<file path="config.mk">
export PLATFORM = sky130hd
export DESIGN_NAME = vram_bus_arbiter
export DESIGN_NICKNAME = d
export VERILOG_FILES = /design/src/rtl/vram_bus_arbiter_pkg.sv /design/src/rtl/rr_priority_select.sv /design/src/rtl/vram_bus_arbiter.sv
export SDC_FILE = /design/constraint.sdc
export NUM_CORES = 1
export LEC_CHECK = 0
export CAP_MARGIN = 20
export CORE_MARGIN = 1.5
export CORE_UTILIZATION = 32
export CTS_CLUSTER_DIAMETER = 200
export DETAILED_ROUTE_END_ITERATION = 12
export MAX_ROUTING_LAYER = met4
export PLACE_DENSITY = 0.84
export SLEW_MARGIN = 20
export SYNTH_ARGS = -nofsm -noshare
export SYNTH_HDL_FRONTEND = slang
export SYNTH_HIERARCHICAL = 1
export SYNTH_SLANG_ARGS = --single-unit
</file>
<file path="constraint.sdc">
create_clock -name clk -period 1.8 [get_ports clk]
set_input_delay 0.45 -clock clk [delete_from_list [all_inputs] [get_ports clk]]
set_output_delay 0.45 -clock clk [all_outputs]
set_load 0.01 [all_outputs]
</file>
<file path="src/rtl/vram_bus_arbiter_pkg.sv">
// vram_bus_arbiter_pkg: shared port indices, bus widths and round-robin helper
package vram_bus_arbiter_pkg;
  localparam int NUM_PORTS = 3;
  localparam logic [1:0] PORT_L0 = 2'd0;
  localparam logic [1:0] PORT_L1 = 2'd1;
  localparam logic [1:0] PORT_HOST = 2'd2;
  localparam int BUS_AW = 18;
  localparam int BUS_DW = 32;
  function automatic logic [1:0] next_port(input logic [1:0] p);
    return p == PORT_HOST ? PORT_L0 : p + 2'd1;
  endfunction
endpackage

</file>
<file path="src/rtl/rr_priority_select.sv">
// rr_priority_select: one-hot round-robin pick starting after the last winner
module rr_priority_select
  import vram_bus_arbiter_pkg::*;
(
  input  logic [NUM_PORTS-1:0] eligible,
  input  logic [1:0]           last,
  output logic [NUM_PORTS-1:0] grant,
  output logic                 valid
);
  logic [1:0] p1, p2, p3;
  always_comb begin
    p1 = next_port(last);
    p2 = next_port(p1);
    p3 = next_port(p2);
    grant = eligible[p1] ? 3'b001 << p1 :
            eligible[p2] ? 3'b001 << p2 :
            eligible[p3] ? 3'b001 << p3 : 3'b000;
    valid = |eligible;
  end
endmodule

</file>
<file path="src/rtl/vram_bus_arbiter.sv">
// vram_bus_arbiter: round-robin arbiter giving two layer readers and a host one shared VRAM port
module vram_bus_arbiter
  import vram_bus_arbiter_pkg::*;
#(
  parameter int RAM_AW = 16
) (
  input  logic                clk,
  input  logic                rst,
  input  logic [BUS_AW-1:0]   l0_addr,
  input  logic                l0_strobe,
  output logic                l0_ack,
  input  logic [BUS_AW-1:0]   l1_addr,
  input  logic                l1_strobe,
  output logic                l1_ack,
  input  logic [BUS_AW-1:0]   host_addr,
  input  logic                host_strobe,
  input  logic                host_write,
  input  logic [BUS_DW-1:0]   host_wrdata,
  input  logic [3:0]          host_wrbytesel,
  output logic                host_ack,
  output logic [BUS_DW-1:0]   rddata,
  output logic [RAM_AW-1:0]   ram_addr,
  output logic                ram_rden,
  output logic                ram_write,
  output logic [BUS_DW-1:0]   ram_wrdata,
  output logic [3:0]          ram_wrbytesel,
  input  logic [BUS_DW-1:0]   ram_rddata
);
  logic [NUM_PORTS-1:0] strobe, eligible, grant, s1_grant, ack;
  logic [1:0] last, win;
  logic [BUS_AW-1:0] win_addr;
  logic valid, win_write, unused;
  assign strobe = {host_strobe, l1_strobe, l0_strobe};
  // a port stays masked while its access is in the RAM stage or its ack stage
  assign eligible = strobe & ~(s1_grant | ack);
  rr_priority_select u_sel (
    .eligible(eligible),
    .last(last),
    .grant(grant),
    .valid(valid)
  );
  assign win = grant[PORT_L1] ? PORT_L1 : grant[PORT_HOST] ? PORT_HOST : PORT_L0;
  assign win_addr = grant[PORT_L1] ? l1_addr : grant[PORT_HOST] ? host_addr : l0_addr;
  assign win_write = grant[PORT_HOST] & host_write;
  assign unused = ^win_addr[1:0];
  always_ff @(posedge clk) begin
    if (rst) begin
      s1_grant <= '0;
      ack <= '0;
      last <= PORT_HOST;
      ram_rden <= 1'b0;
      ram_write <= 1'b0;
      ram_addr <= '0;
      ram_wrdata <= '0;
      ram_wrbytesel <= '0;
    end else begin
      s1_grant <= grant;
      ack <= s1_grant;
      ram_rden <= valid & ~win_write;
      ram_write <= win_write;
      if (valid) begin
        last <= win;
        ram_addr <= win_addr[RAM_AW+1:2];
      end
      if (win_write) begin
        ram_wrdata <= host_wrdata;
        ram_wrbytesel <= host_wrbytesel;
      end
    end
  end
  assign l0_ack = ack[PORT_L0];
  assign l1_ack = ack[PORT_L1];
  assign host_ack = ack[PORT_HOST];
  assign rddata = ram_rddata;
endmodule

</file>
# Word level (Yosys, flattened, before mapping)
# Index checks and enable logic that the tools add are counted.
# word_totals
reg_bits	62
latch_bits	0
ramBits	0
mem_bits_ro	0
in_bits	128
memories	0
# op_classes
n_addsub	3
mul	0
div	0
order_cmp	3
n_eq_ne	3
n_shift	3
muxes	16
n_bitwise	6
n_reduce_logical	1
# op_table
op	count
$mux 18	2
$mux 2	5
$lt 2x3->1 const B	3
$mux 3	3
$shl 1x2->3 const A	3
$add 2x1->2 const B	3
$bmux 1 s2	3
$eq 2x2->1 const B	3
$and 3x3->3	1
$mux 1	3
$not 3->3	1
$or 3x3->3	1
$reduce_or 3->1	1
$and 1x1->1	2
$not 1->1	1

# Longest topological paths before layout
# depth
depth_word	14
mapped_depth	7
depth_no_buf	5

# Hierarchy
# The synthesis kept the hierarchy.
# by_module_without_submodules
module	instances	cells_per_inst	area_each_um2
vram_bus_arbiter	1	317	3070.4
rr_priority_select	1	10	68.8

# Worst setup path after synthesis
# OpenSTA, ideal clock, no wires.
# synth_path
path_kind	input to register
startpoint	input host_strobe
endpoint	register ram_addr[11]
setup_time_ps	128
t_arrival_ps	1823
setup_slack_ps	-151
cell_stages	7
n_path_buf	2
path_cell_list	nor3b_1 nor2b_2 a22o_1 buf_2 buf_2 mux2i_1 o221ai_2
# synth_between
elab_chain_len	8
# synth_lines
element	line_no	rtl
start: declaration	vram_bus_arbiter.sv:16	input logic host_strobe,
$and 3x3->3 (*)	vram_bus_arbiter.sv:35	assign eligible = strobe & ~(s1_grant | ack);
$bmux 1 s2	rr_priority_select.sv:17	eligible[p3] ? 3'b001 << p3 : 3'b000;
$mux 1 (implied by the code)	rr_priority_select.sv:17	
$mux 3	rr_priority_select.sv:17	
$mux 3	rr_priority_select.sv:16	eligible[p2] ? 3'b001 << p2 :
$mux 3 (*)	rr_priority_select.sv:15	grant = eligible[p1] ? 3'b001 << p1 :
via grant[2]	vram_bus_arbiter.sv:29	logic [NUM_PORTS-1:0] strobe, eligible, grant, s1_grant, ack;
$mux 18 (*) (2 in a row)	vram_bus_arbiter.sv:43	assign win_addr = grant[PORT_L1] ? l1_addr : grant[PORT_HOST] ? host_addr : l0_addr;
end signal: assignment	vram_bus_arbiter.sv:63	ram_addr <= win_addr[RAM_AW+1:2];
end: declaration	vram_bus_arbiter.sv:22	output logic [RAM_AW-1:0] ram_addr,
# The timed path passes the listed nets; every way through them passes the cells marked *. The select of a mux whose other input is x is not followed.
# A chain may end at the register's enable or synchronous reset.

# Worst setup path in the final report
# layout_path
startpoint	register ack[1]
endpoint	register ram_wrbytesel[0]
# layout_between
elab_chain_len	9
# layout_lines
element	line_no	rtl
start: declaration	vram_bus_arbiter.sv:29	
start signal: assignment	vram_bus_arbiter.sv:58	ack <= s1_grant;
$or 3x3->3 (*)	vram_bus_arbiter.sv:35	
$not 3->3 (*)	vram_bus_arbiter.sv:35	
$and 3x3->3 (*)	vram_bus_arbiter.sv:35	
via eligible[1]	vram_bus_arbiter.sv:29	
$bmux 1 s2	rr_priority_select.sv:17	
$mux 1 (implied by the code)	rr_priority_select.sv:17	
$mux 3	rr_priority_select.sv:17	
$mux 3	rr_priority_select.sv:16	
$mux 3 (*)	rr_priority_select.sv:15	
via grant[2]	vram_bus_arbiter.sv:29	
$and 1x1->1 (*)	vram_bus_arbiter.sv:44	assign win_write = grant[PORT_HOST] & host_write;
end signal: assignment	vram_bus_arbiter.sv:67	ram_wrbytesel <= host_wrbytesel;
end: declaration	vram_bus_arbiter.sv:26	output logic [3:0] ram_wrbytesel,
# Marked as above.

==> impl_results.md <==
* Number of synthesized register bits at slightly above 60
* Largest net degree at the start of global routing at 75
* Synth area leaders: dfxtp_1 40%, a21bo_2 11%, buf_4 7.9%
* Cell family with most CP delay: compound AO/OA/AOI/OAI gates
* DR vias at about 2800
* Comb power frac at 0.330
* Async SR Flop Fraction at 0
* Most used DFF post-synth: dfxtp_1
* CTS clk-pin slew, worst paths at 70 ps
* Placeable Area at 9370 sq um
* CTS Buf Count at 9
* Post-synth top area cell: dfxtp_1
* Synth top cells by count: 62 x dfxtp_1, 36 x a21bo_2, 36 x a21oi_1, 36 x nand3_1, 33 x buf_4
* Share of the synthesized area in the top cell type at 0.395
* Distinct cell type count after synthesis at 27
* GRT overflow at 0
* Post-synthesis average cell area at 9.60 sq um
* Number of synthesized flops with an enable pin at 0
* Most common cell in the synthesized netlist: dfxtp_1
* CTS Sinks at a little over 60
* Rel. slew slack at 0.665
* Clock power share at 0.281
* Arrival time at the worst endpoint at a little over 2000 ps
* Die width at slightly above 100 um
* Avg WL per Cell at between 15 and 20 um
* Ports at between 200 and 250
* Hold Path End: ack[1]
* Die area at around 10000 sq um
* Initial Util at 0.335
* Cells after Synth at between 300 and 400
* Slew Viols, Final at 0
* HP Start: s1_grant[1]
* RSZ-0062 raised after global routing: true
* Vias in the first global route at roughly 2900
* TritonRoute pass-1 iters at 5
* Mapped Area at between 3000 and 4000 sq um
* Int Pwr at ~2.9 mW
* Crit path cell chain: nor3b_4 -> nand2b_1 -> a22o_4 -> buf_12 -> bufbuf_16 -> a21bo_2 -> a21oi_1
* Layout cell share with drive strength beyond 1 at 0.227
* Syn. warnings at 6
* Hold Path Depth at 1
* Layout area overhead at 56.8%
* Total chip power at ~4.1 mW
* Leak Pwr at roughly 1.8 nW
* WP buf/inv at 2
* Initial antenna violation count at 0
* Max-Cap Viols at 0
* DR DRC count at 0
* Die Y at slightly above 100 um
* Minimum clock period after layout at approximately 1800 ps
* R2r startpoint: ack[1]
* Setup WS pre-CTS at -553 ps
* Detailed placement HPWL at 5860 um
* Crit Path Class: register to register
* Crit start category: register
* Final hold vios at 0
* Final worst slack at 38.5 ps
* Crit path from: ack[1]
* Fmax at roughly 0.57 GHz
* Critical Path Fanout Max at 7
* WL final at between 8000 and 9000 um
* PortBufs at 146
* Clock buffer depth at 2
* Worst-Margin Slew at 503 ps
* Reg2reg path depth at 7
* DRT iter0 DRCs at 78
* CTS Hold Bufs at 0
* CP endpoint kind: register
* Cell Pwr Density at a little over 800 nW/um^2
* Row Count at 35
* Slowest cell on the critical path: dfxtp_1
* Final Wtd Congestion at 0.760
* Max IR drop VDD at approximately 0.00036 V
* CTS tree: done
* GRT Util Overall at 0.174
* DRT antenna net count at 0
* Clock skew at a little under 8 ps
* Fin crit share at 0.979
* Number of H-tree levels at 3
* R2R Setup Slk at 40 ps
* Vias per inst at a little under 5
* Switching share of power at 0.282
* CP peak stage delay at approximately 330 ps
* Switching power at approximately 1.2 mW
* Seq/Total Area, Yosys at 0.395
* Reg-to-reg endpoint: ram_wrbytesel[0]
* WP data required at 2060 ps
* Nets at around 570
* CTS root buf: clkbuf_8
* Clk_lat worst skew at 330 ps
* Hold crit path type: register to register
* Final setup violation count at 0
* Share of power burned in registers at 0.389
* Global-route wire length before repair at between 10000 and 15000 um
* Antenna diode count at 0
* Status: completed
* Syn Nets at 455
-- sequential cells by signal, indices dropped and copies added, names as in the netlist --
name	flops
ram_rden	1
ack	3
ram_addr	16
ram_wrbytesel	4
s1_grant	3
ram_write	1
ram_wrdata	32
last	2
-- logic make-up (layout without fill, tap and decap cells) --
kind of cell | Yosys count | after routing | synth area share
compound gates | 93 | 93 | 0.251
simple gates | 88 | 88 | 0.174
mux | 17 | 17 | 0.0542
buf+inv | 67 | 184 | 0.125
flops | 62 | 62 | 0.395
-- worst max path at each step --
stage	endpoint	slack [ps]	cells past startpoint
after floorplan	ram_addr[4]	30	7
after global placement	ram_addr[8]	-490	7
after detailed placement	ram_addr[8]	-550	7
after CTS	host_ack	20	1
after global routing	ram_wrbytesel[0]	-20	7
final	ram_wrbytesel[0]	40	7
-- layout by cell type (no fill, tap or decap), types with 2 or more instances in the layout --
master | netlist | routed
a21bo_2 | 36 | 36
a21oi_1 | 36 | 35
buf_12 | 0 | 4
buf_16 | 0 | 2
buf_2 | 8 | 2
buf_4 | 33 | 12
buf_6 | 1 | 4
clkbuf_8 | 0 | 9
clkdlybuf4s50_1 | 0 | 141
clkinv_2 | 0 | 3
dfxtp_1 | 62 | 61
dlygate4sd2_1 | 0 | 3
mux2i_1 | 17 | 12
mux2i_2 | 0 | 5
nand2b_1 | 18 | 18
nand3_1 | 36 | 36
nand4b_1 | 16 | 16
nor2_1 | 3 | 3
nor2b_1 | 8 | 8
nor3b_4 | 0 | 3
o221ai_1 | 6 | 6
o221ai_2 | 10 | 10
-- per-stage QoR --
| stage | utilization | hold WS, ps | setup TNS [ps] | std cells | cell area (sq um) |
|---|---|---|---|---|---|
| global placement | 0.484 | 470 | -24880 | 551 | 4540 |
| global route | 0.525 | 522 | -22.5 | 573 | 4920 |
| CTS | 0.522 | 504 | 0 | 572 | 4890 |
| finish | 0.525 | 501 | 0 | 573 | 4920 |
| floorplan | - | 459 | 0 | 327 | 3160 |
| detailed placement | 0.484 | 471 | -26530 | 551 | 4540 |
-- repair_timing --
action,CTS,global route
pin swaps,5,2
setup endpoints to repair,54,14
gates resized for setup,17,6
gates cloned,3,0
setup buffers,4,1
-- area by class of cell --
class / instances / area (sq um)
clock buffers: 9 / 124
clock inverters: 5 / 52.6
fillers: 865 / 4450
inverters: 1 / 3.75
multi-input cells: 198 / 1590
flip-flops and latches: 62 / 1240
well taps: 129 / 161
repair buffers: 169 / 1750
-- layer usage --
metal,routed length [um],track usage
met1,3610,0.189
met2,4540,0.293
met3,530,0.0390
met4,212,0.0948
met5,0,-
-- power groups by stage --
| stage | Sequential (mW) | Clock [mW] | Combinational, mW |
|---|---|---|---|
| 2_1_floorplan | 1.66 | 0 | 0.604 |
| 3_3_place_gp | 1.61 | 0 | 1.15 |
| 3_5_place_dp | 1.61 | 0 | 1.18 |
| 4_1_cts | 1.59 | 1.19 | 1.33 |
| 5_1_grt | 1.60 | 1.26 | 1.44 |
| 6_report | 1.59 | 1.15 | 1.35 |
No activity file was read; power rests on OpenSTA's default activity.
==> variant (same settings) <==
Reset style: asynchronous (`rst`), changed in one clocked block.
--- a/src/rtl/vram_bus_arbiter.sv
+++ b/src/rtl/vram_bus_arbiter.sv
@@ -43,7 +43,7 @@
   assign win_addr = grant[PORT_L1] ? l1_addr : grant[PORT_HOST] ? host_addr : l0_addr;
   assign win_write = grant[PORT_HOST] & host_write;
   assign unused = ^win_addr[1:0];
-  always_ff @(posedge clk) begin
+  always_ff @(posedge clk or posedge rst) begin
     if (rst) begin
       s1_grant <= '0;
       ack <= '0;
Check against the original RTL: differs if rst is asserted again (counterexample within 4 cycles, from zero or initial values and one cycle with rst high); with rst held inactive, the same outputs for 10 cycles.
==> variant against the unedited design <==
- sequential cell count did not move
- area after synthesis down 7.2%
- the run now ends with negative setup slack left
- clock skew increased by 5.7 ps
- design area shrank 0.23%
- critical path type unchanged
- setup slack got worse by 270 ps
- largest cell class unchanged
- global-route usage rose by 0.91 points
- routed wire length shrank 6.5%
Power is not compared: it rests on default switching activity, and its combinational part moved more than twofold at a synthesized area within 25%.
==> variant: results (changes against the unedited design) <==
- The flow ran to the end, but the final reports show violations.
* Violated checks: negative setup slack
* Synth area leaders: sky130_fd_sc_hd__dfrtp_1 (52%), sky130_fd_sc_hd__mux2_2 (17%), sky130_fd_sc_hd__buf_4 (8.2%), sky130_fd_sc_hd__a221o_1 (5.2%), sky130_fd_sc_hd__mux2_4 (4.6%)
- Final instance area: 4910 sq um (-0.23%)
* Quantity of gates resized following cts: 58 (+41)
- FF/Latch Area: 1550 sq um (+25%)
- Cell types with the highest counts after synthesis: sky130_fd_sc_hd__dfrtp_1 (61), sky130_fd_sc_hd__mux2_2 (44), sky130_fd_sc_hd__buf_4 (32)
- The DRC violation total after the first TritonRoute iteration was 81 (+3.8%).
- Top fanout value on the critical path: 6 (-1)
- The via count of the first global-routing pass came to 2501 (-12%).
- Last weighted congestion value of the routability-driven placer: 0.761 (about the same)
- The setup skew after layout is 13.6 ps (+5.71 ps).
- The fraction of the yosys area taken by sequential cells came to 53.3% (+14 points).
- Fraction of registers with async set/reset: 100% (+100 points)
- Number of well taps: 108 (-16%)
* Net Count, Synth: 342 (-25%)
* Detailed-routed wire length on met2: 4280 um (-5.6%)
- The complex-gate fraction of the synthesized area was 6.61% (-18 points).
* Non-CTS inverters: 3 (+2)
- The global routing usage on met1 was 21.6% (+2.7 points).
* Multi-input logic cell count: 105 (-47%)
- The critical path data arrival time came to 2230 ps (+210 ps).
- The sum of negative setup slack was -7200 ps (-7200 ps).
- The worst-case setup margin in the final layout came to -231 ps (-270 ps).
* Multiplexer share of the synthesized area: 21.6% (+16 points)
- The cell depth of the worst flop-to-flop path is 6 (-1).
- Non-clk buf share: 36.6% (+1.0 points)
- The fill cell total of the finished layout is 746 (-14%).
- Library cell contributing the largest single delay on the critical path: sky130_fd_sc_hd__dfrtp_1
* Share of final layout cell area taken by clock buffers and inverters: 4.08% (+0.49 points)
- The placed instance area is 4360 sq um (-3.9%).
- The slew at the pin closest to its max-slew limit was 613 ps (+110 ps).
- Fraction of final layout cells sized beyond drive strength 1: 28.5% (+5.7 points)
- Delay contributed by the slowest stage of the critical path: 410 ps (+80 ps)
- Count of TritonRoute iterations in the first routing pass: 4 (-1)
- Final count of negative-setup-slack endpoints: 52 (+52)
* Met3 WL: 563 um (+6.2%)
* Post-route met1 wirelength: 3350 um (-7.1%)
- Number of vias after detailed routing: 2195 (-23%)
- The wire length of the first global-routing pass was 13200 um (-4.0%).
- Clk_buf instances: 11 (+2)
## variant: cell types whose count changed in the layout (fill, tap and decap cells not counted), moves of 35 or more
cell,delta
sky130_fd_sc_hd__dfrtp_1,+61
sky130_fd_sc_hd__dfxtp_1,-61
sky130_fd_sc_hd__mux2_4,+46
sky130_fd_sc_hd__a21bo_2,-36
sky130_fd_sc_hd__nand3_1,-36
sky130_fd_sc_hd__a21oi_1,-35
## variant: worst max path at each step
| stage | startpoint | endpoint | slack, ps | depth (start not counted) |
|---|---|---|---|---|
| 4_1_cts | s1_grant[1]$_DFF_PP0_ | ram_addr[0]$_DFFE_PP0P_ | -260 | 6 |
| 3_5_place_dp | host_strobe | ram_addr[0]$_DFFE_PP0P_ | -670 | 7 |
| 2_1_floorplan | host_strobe | ram_addr[1]$_DFFE_PP0P_ | -150 | 7 |
| 5_1_grt | ack[1]$_DFF_PP0_ | ram_addr[0]$_DFFE_PP0P_ | -340 | 6 |
| 6_report | ack[1]$_DFF_PP0_ | ram_addr[0]$_DFFE_PP0P_ | -230 | 6 |
| 3_3_place_gp | host_strobe | ram_addr[0]$_DFFE_PP0P_ | -640 | 7 |
## variant: cells by family (layout without fill, tap and decap cells)
group / count (synthesis) / count (layout)
buffers and inverters: 47 / 188
AOI/OAI and AO/OA: 20 / 20
DFF: 62 / 62
and+or+nand+nor: 32 / 32
muxes: 53 / 53
## variant: power groups by stage
stage | clock, mW | sequential [mW] | combinational [mW]
finish | 1.22 | 2.51 | 4.62
global route | 1.33 | 2.60 | 4.93
CTS | 1.26 | 2.51 | 4.83
detailed placement | 0 | 2.48 | 3.92
global placement | 0 | 2.46 | 3.80
floorplan | 0 | 2.76 | 1.78
